<file path="config.mk">
export PLATFORM = sky130hd
export DESIGN_NAME = sbox_share_driver
export DESIGN_NICKNAME = d
export VERILOG_FILES = /design/src/rtl/sbox_share_driver.sv
export SDC_FILE = /design/constraint.sdc
export NUM_CORES = 1
export LEC_CHECK = 0
export BUFFER_PORTS_ARGS = -buffer_cell sky130_fd_sc_hd__buf_2
export CAP_MARGIN = 10
export CORE_MARGIN = 10
export CORE_UTILIZATION = 46
export DETAILED_ROUTE_END_ITERATION = 7
export GPL_TIMING_DRIVEN = 0
export PLACE_DENSITY = 0.77
export SYNTH_ARGS = -nofsm -noshare
export SYNTH_HDL_FRONTEND = slang
export SYNTH_SLANG_ARGS = --single-unit
</file>
<file path="constraint.sdc">
create_clock -name clk -period 3.9 [get_ports clk]
set_input_delay 1.17 -clock clk [delete_from_list [all_inputs] [get_ports clk]]
set_output_delay 1.17 -clock clk [all_outputs]
set_load 0.005 [all_outputs]
</file>
<file path="src/rtl/sbox_share_driver.sv">
// Masks bytes into three Boolean shares for a two-S-box core and unmasks its results into an output FIFO.
// Latency: LAT+2 cycles from acceptance to dout_valid_o.
// Backpressure: din_ready_o drops once in-flight plus buffered bytes reach DEPTH.
module sbox_share_driver #(
    parameter int LAT   = 3,
    parameter int DEPTH = 4
) (
    input  logic         clk,
    input  logic         rst_i,
    input  logic [7:0]   din_i,
    input  logic         din_valid_i,
    output logic         din_ready_o,
    input  logic [105:0] rnd_i,
    output logic [7:0]   sb_in1_o,
    output logic [7:0]   sb_in2_o,
    output logic [7:0]   sb_in3_o,
    output logic [89:0]  sb_r_o,
    input  logic [7:0]   sb_out1_i,
    input  logic [7:0]   sb_out2_i,
    input  logic [7:0]   sb_out3_i,
    output logic [7:0]   dout_o,
    output logic         dout_valid_o,
    input  logic         dout_ready_i
);
    localparam int SW = $clog2(LAT + DEPTH + 2);
    localparam int PW = (DEPTH > 1) ? $clog2(DEPTH) : 1;

    logic [7:0]    sb_in1_q, sb_in1_d;
    logic [7:0]    sb_in2_q, sb_in2_d;
    logic [7:0]    sb_in3_q, sb_in3_d;
    logic [89:0]   sb_r_q, sb_r_d;
    logic [LAT:0]  tag_q, tag_d;
    logic [SW-1:0] inflight_q, inflight_d;
    logic [SW-1:0] count_q, count_d;
    logic [PW-1:0] wr_ptr_q, wr_ptr_d;
    logic [PW-1:0] rd_ptr_q, rd_ptr_d;
    logic [7:0]    mem_q [DEPTH];
    logic [7:0]    mem_d [DEPTH];
    logic          din_ready_q, din_ready_d;
    logic          accept;
    logic          wr_en;
    logic          pop;
    logic [7:0]    mask2;
    logic [7:0]    mask3;

    function automatic logic [PW-1:0] ptr_inc(input logic [PW-1:0] p);
        return (p == PW'(DEPTH - 1)) ? '0 : p + 1'b1;
    endfunction

    always_comb begin
        mask2      = rnd_i[97:90];
        mask3      = rnd_i[105:98];
        accept     = din_valid_i & din_ready_q;
        wr_en      = tag_q[LAT];
        pop        = (count_q != '0) & dout_ready_i;

        // Idle cycles still feed a fresh sharing of zero so the core never sees stale data.
        sb_in2_d   = mask2;
        sb_in3_d   = mask3;
        sb_in1_d   = (accept ? din_i : 8'h00) ^ mask2 ^ mask3;
        sb_r_d     = rnd_i[89:0];

        tag_d      = {tag_q[LAT-1:0], accept};
        inflight_d = inflight_q + SW'(accept) - SW'(wr_en);
        count_d    = count_q + SW'(wr_en) - SW'(pop);

        mem_d      = mem_q;
        wr_ptr_d   = wr_ptr_q;
        rd_ptr_d   = rd_ptr_q;
        if (wr_en) begin
            mem_d[wr_ptr_q] = sb_out1_i ^ sb_out2_i ^ sb_out3_i;
            wr_ptr_d        = ptr_inc(wr_ptr_q);
        end
        if (pop) begin
            rd_ptr_d = ptr_inc(rd_ptr_q);
        end

        // Ready is registered from next-state counters: no path from din_valid_i/dout_ready_i to din_ready_o.
        din_ready_d = (inflight_d + count_d) < SW'(DEPTH);
    end

    always_ff @(posedge clk) begin
        if (rst_i) begin
            sb_in1_q    <= '0;
            sb_in2_q    <= '0;
            sb_in3_q    <= '0;
            sb_r_q      <= '0;
            tag_q       <= '0;
            inflight_q  <= '0;
            count_q     <= '0;
            wr_ptr_q    <= '0;
            rd_ptr_q    <= '0;
            mem_q       <= '{default: '0};
            din_ready_q <= 1'b0;
        end else begin
            sb_in1_q    <= sb_in1_d;
            sb_in2_q    <= sb_in2_d;
            sb_in3_q    <= sb_in3_d;
            sb_r_q      <= sb_r_d;
            tag_q       <= tag_d;
            inflight_q  <= inflight_d;
            count_q     <= count_d;
            wr_ptr_q    <= wr_ptr_d;
            rd_ptr_q    <= rd_ptr_d;
            mem_q       <= mem_d;
            din_ready_q <= din_ready_d;
        end
    end

    assign sb_in1_o     = sb_in1_q;
    assign sb_in2_o     = sb_in2_q;
    assign sb_in3_o     = sb_in3_q;
    assign sb_r_o       = sb_r_q;
    assign din_ready_o  = din_ready_q;
    assign dout_valid_o = (count_q != '0);
    assign dout_o       = mem_q[rd_ptr_q];
endmodule

</file>
=== Word-level counts from Yosys, hierarchy flattened ===
Index checks and enable logic that the tools add are counted.

* Flip-flop bits (word level): 163
* Logic and storage cells: 46

* Add/subtract/negate cells: 7
* Order comparisons: 4
* Equality and inequality tests: 2
* Muxes and demuxes: 9
* Bitwise logic cells: 8
* Reductions and logical operators: 2

{| class="wikitable"
|+ Operator list
! kind !! number
|-
| 32-bit bitwise mux || 1
|-
| 8-bit two-way mux || 4
|-
| 8-bit XOR || 4
|-
| 8-bit binary-select mux with 2-bit select || 1
|-
| 8-bit demux with 2-bit select || 1
|-
| 4-bit by 1-bit adder with 4-bit output || 2
|-
| 4-bit by 1-bit subtractor with 4-bit output || 2
|-
| 3-bit >= comparator (second input constant) || 2
|-
| 2-bit NOT with 3-bit output || 2
|-
| 2-bit by 1-bit adder with 2-bit output (second input constant) || 2
|-
| 4-bit adder || 1
|-
| 2-bit equality test (second input constant) || 2
|-
| 4-bit by 3-bit less-than comparator with 1-bit output (second input constant) || 1
|-
| 2-bit two-way mux || 2
|-
| 4-bit nonzero test || 1
|-
| 3-bit by 1-bit less-than comparator with 1-bit output (second input constant) || 1
|-
| 1-bit bitwise AND || 2
|-
| 1-bit logical AND || 1
|}

=== Depth between registers and ports, before layout ===
* Word-level depth: 6
* Mapped depth: 15
* Mapped depth without buffers: 15

=== Least setup slack after synthesis ===
OpenSTA, ideal clock, no wires.

* Path kind: input port to flip-flop
* From: input port din_valid_i
* To: register din_ready_q (netlist: din_ready_o)
* Setup time: 73 ps
* Data arrival time: 3517 ps
* Slack: 310 ps
* Stages on the path: 14
* Cell sequence: and2_1 clkbuf_1 buf_2 inv_1 ha_1 inv_1 ha_1 fa_1 xor2_1 ha_1 inv_1 o21bai_1 xor3_1 nor3_2

* Longest elaborated chain between the ends: 5

{| class="wikitable"
|+ RTL lines
! what !! line !! source
|-
| start, declared || 11 || <nowiki>input logic din_valid_i,</nowiki>
|-
| 1-bit bitwise AND || 53 || <nowiki>accept = din_valid_i & din_ready_q;</nowiki>
|-
| 4-bit by 1-bit adder with 4-bit output || 64 || <nowiki>inflight_d = inflight_q + SW'(accept) - SW'(wr_en);</nowiki>
|-
| 4-bit by 1-bit subtractor with 4-bit output || 64 ||
|-
| named net inflight_d[2] || 33 || <nowiki>logic [SW-1:0] inflight_q, inflight_d;</nowiki>
|-
| 4-bit adder || 79 || <nowiki>din_ready_d = (inflight_d + count_d) < SW'(DEPTH);</nowiki>
|-
| 4-bit by 3-bit less-than comparator with 1-bit output || 79 ||
|-
| end signal, assigned || 106 || <nowiki>din_ready_q <= din_ready_d;</nowiki>
|-
| end, declared || 39 || <nowiki>logic din_ready_q, din_ready_d;</nowiki>
|}

The timed path passes the listed nets, and every way through them passes these cells.
A chain may end at the register's enable or synchronous reset.

=== Worst setup path after layout ===
Same ends and word-level chain as after synthesis.

==> impl_metrics.toml <==
[status]
status = "complete, no violations"

[placement]
place_congestion = 0.8172
hpwl_mm = 13.35
port_buffers = 264
place_area_sq_mm = 0.007047

[grt]
grt_pass1_wl_mm = 25.40
grt_pass1_vias = 4905
grt_remaining_overflow = 0
grt_util_all_layers_pct = 19.96
antenna_found_initial = 2
grt_max_degree = 17

[clock_tree]
cts_made_buffers = 17
cts_buffer_depth = 2
ctsHoldBuffers = 0
cts_tree = "built"
postCtsSetupRepairBufs = 0
insertion_delay_ns = 0.43
root_buffer = "clkbuf_16"
clk_pin_slew_ns = 0.06
cts_sinks = 163
htreeDepth = 4
cts_resized = 0

[sta]
tightest_slew_ns = 0.7742
setup_violations = 0
max_freq_ghz = 0.2701
maxSlewViolCount = 0
report.final.hold_viol_count = 0
fin_crit_ns = 3.703
rsz0062_at_grt = "false"
period_share_pct = 94.94
relSlewSlack_pct = 48.38
tns_ns = 0
clock_skew_ns = 0.007968

[power]
switchingPower_w = 0.001080
sequentialPowerShare_pct = 39.1
power_density_mw_per_mm2 = 590.2
clkPwrFrac_pct = 44.4
combPwrFrac_pct = 16.5
worst_ir_drop_vdd_mv = 0.3862
p_leak_nw = 3.775
netSwitchingFraction_pct = 23.52
cell_internal_pwr_w = 0.003512

[route]
wire_per_inst_um = 17.38
drt_first_pass_iters = 4
detail_route.wirelength_mm = 16.82
vias_per_cell = 4.712
ant_nets = 0
drtIter0Drc = 248
drc = 0
vias = 4561

[setup_path]
path_class = "input port to register"
cp_max_fo = 10
start_kind = "input port"
end_kind = "register"
cp.required_ns = 4.25
worstPathArrival_ns = 4.05

[job]
maxCapViolCount = 0

[finish]
fillers = 968
area_growth_pct = 40.39
drive_gt1_share_pct = 37.88
insertedDiodeCount = 0
fin_nets = 968
final_area_sq_mm = 0.007780
final_common_cell = "buf_2"
final_util_pct = 65.32
layout_common_cells = "268 x buf_2, 163 x dfxtp_1, 115 x nor2b_1"

[yosys]
yosys.area.top_type_share_pct = 58.88
avgSynthCellArea_sq_um = 10.56
syn-cell-area_sq_mm = 0.005542
synth_top_family_by_area = "simple AND/OR/NAND/NOR gates"
synth_top_area_cell = "dfxtp_1"
yosys.area_share.simple_pct = 20.41
ys_types = 26
ys_seq_area_share_pct = 58.88
syn_nets = 685
synth_mux_area_share_pct = 3.613
synthTopCellsByArea = "dfxtp_1 59%, nor2b_1 13%, nor2_1 4.7%"
synth_xor_area_share_pct = 5.170
ys_dominant_reg_cell = "dfxtp_1"
ys_ff_latch = 163
yosys.area_share.adder_pct = 4.335
synth_async_sr_flop_share_pct = 0
synth_edf_count = 0
synth-warning-count = 0
synth-compound-area-share_pct = 4.629
synth_cells = 525

[hold_path]
hp-class = "register to register"

[floorplanning]
initial_core_util_pct = 46.52
dieArea_sq_mm = 0.01684
die_h_um = 129.8
core_area_sq_mm = 0.01191
ios = 266
die_x_um = 129.8
rows = 40
[critical path: stages]
cell and delay (ns):
buf_2 0.07, and2_1 0.11, clkbuf_1 0.29, clkbuf_4 0.31, inv_1 0.08, ha_1 0.27
inv_1 0.04, ha_1 0.20, fa_1 0.47, ha_1 0.30, a31oi_1 0.31, o21bai_1 0.11
xor3_1 0.20, nor3_2 0.12
[flip-flops by register name (all words and copies together) (netlist names)]
signal and count:
count_q 4, din_ready_o 1, inflight_q 4, mem_q 32, rd_ptr_q 2, sb_in1_o 8, sb_in2_o 8, sb_in3_o 8
sb_r_o 90, tag_q 4, wr_ptr_q 2
[final cells by class]
type | instances | area [sq um] | share of cell area [%]
flip-flops and latches | 163 | 3263 | 41.94
clock inverters | 12 | 274.0 | 3.522
plain buffers | 27 | 110.1 | 1.415
repair buffers | 264 | 1321 | 16.98
inverters | 15 | 56.30 | 0.7237
well taps | 147 | 183.9 | 2.364
multi-input cells | 320 | 2115 | 27.18
clock buffers | 20 | 456.7 | 5.870
[power by group through the flow]
| stage | Sequential (W) | Clock [W] | Combinational [W] |
|---|---|---|---|
| after floorplan | 0.00184 | 0 | 0.000469 |
| after global placement | 0.00183 | 0 | 0.000715 |
| after detailed placement | 0.00183 | 0 | 0.000752 |
| after CTS | 0.00180 | 0.00206 | 0.000770 |
| after global routing | 0.00181 | 0.00212 | 0.000841 |
| final | 0.00180 | 0.00204 | 0.000756 |
[metal layers]
metal / up-vias / share of wire, % / global-route usage (%)
met5: - / 0.16 / 0
met4: 4 / 3.0 / 10.12
li1: 2237 / - / -
met1: 2089 / 32 / 17.45
met2: 192 / 53 / 35.87
met3: 39 / 12 / 11.20
[logic make-up (layout without fill, tap and decap cells)]
logic type,count (synthesis),in the layout
flops,163,163
mux,10,10
xor+xnor,31,31
compound gates,48,48
fa+ha+maj,18,18
simple gates,213,213
buf+inv,42,338
[Yosys cell counts, types with 2 or more instances]
| master | number |
|---|---|
| clkbuf_1 | 20 |
| inv_1 | 15 |
| a21o_1 | 2 |
| nor2b_1 | 115 |
| fa_1 | 2 |
| xnor2_1 | 11 |
| nor2_1 | 70 |
| nand2_1 | 7 |
| xor2_1 | 19 |
| a21oi_1 | 42 |
| a21oi_2 | 2 |
| dfxtp_1 | 163 |
| and3_1 | 8 |
| ha_1 | 16 |
| buf_2 | 5 |
| nand3_1 | 2 |
| mux2i_1 | 2 |
| mux4_2 | 8 |
| nor3_1 | 8 |
| buf_1 | 2 |
[through the flow]
step / std cells / hold slack, ns / power (W) / worst slack (ns)
2_1_floorplan: 525 / 0.4138 / 0.002312 / 0.3100
3_3_place_gp: 936 / 0.4228 / 0.002546 / -0.1857
3_5_place_dp: 936 / 0.4331 / 0.002586 / -0.2659
4_1_cts: 968 / 0.4467 / 0.004626 / 0.1569
5_1_grt: 968 / 0.4705 / 0.004774 / 0.02063
6_report: 968 / 0.4412 / 0.004592 / 0.1974
[worst paths after layout]
path                                  start          end  slack [ns]  cells after the start
worst max-delay path            din_valid_i  din_ready_o        0.20                     14
worst min-delay path               tag_q[2]     tag_q[3]        0.44                      1
worst max register to register  din_ready_o  din_ready_o        0.69                     13
worst min register to register     tag_q[2]     tag_q[3]        0.44                      1
No activity file was read; power rests on OpenSTA's default activity.
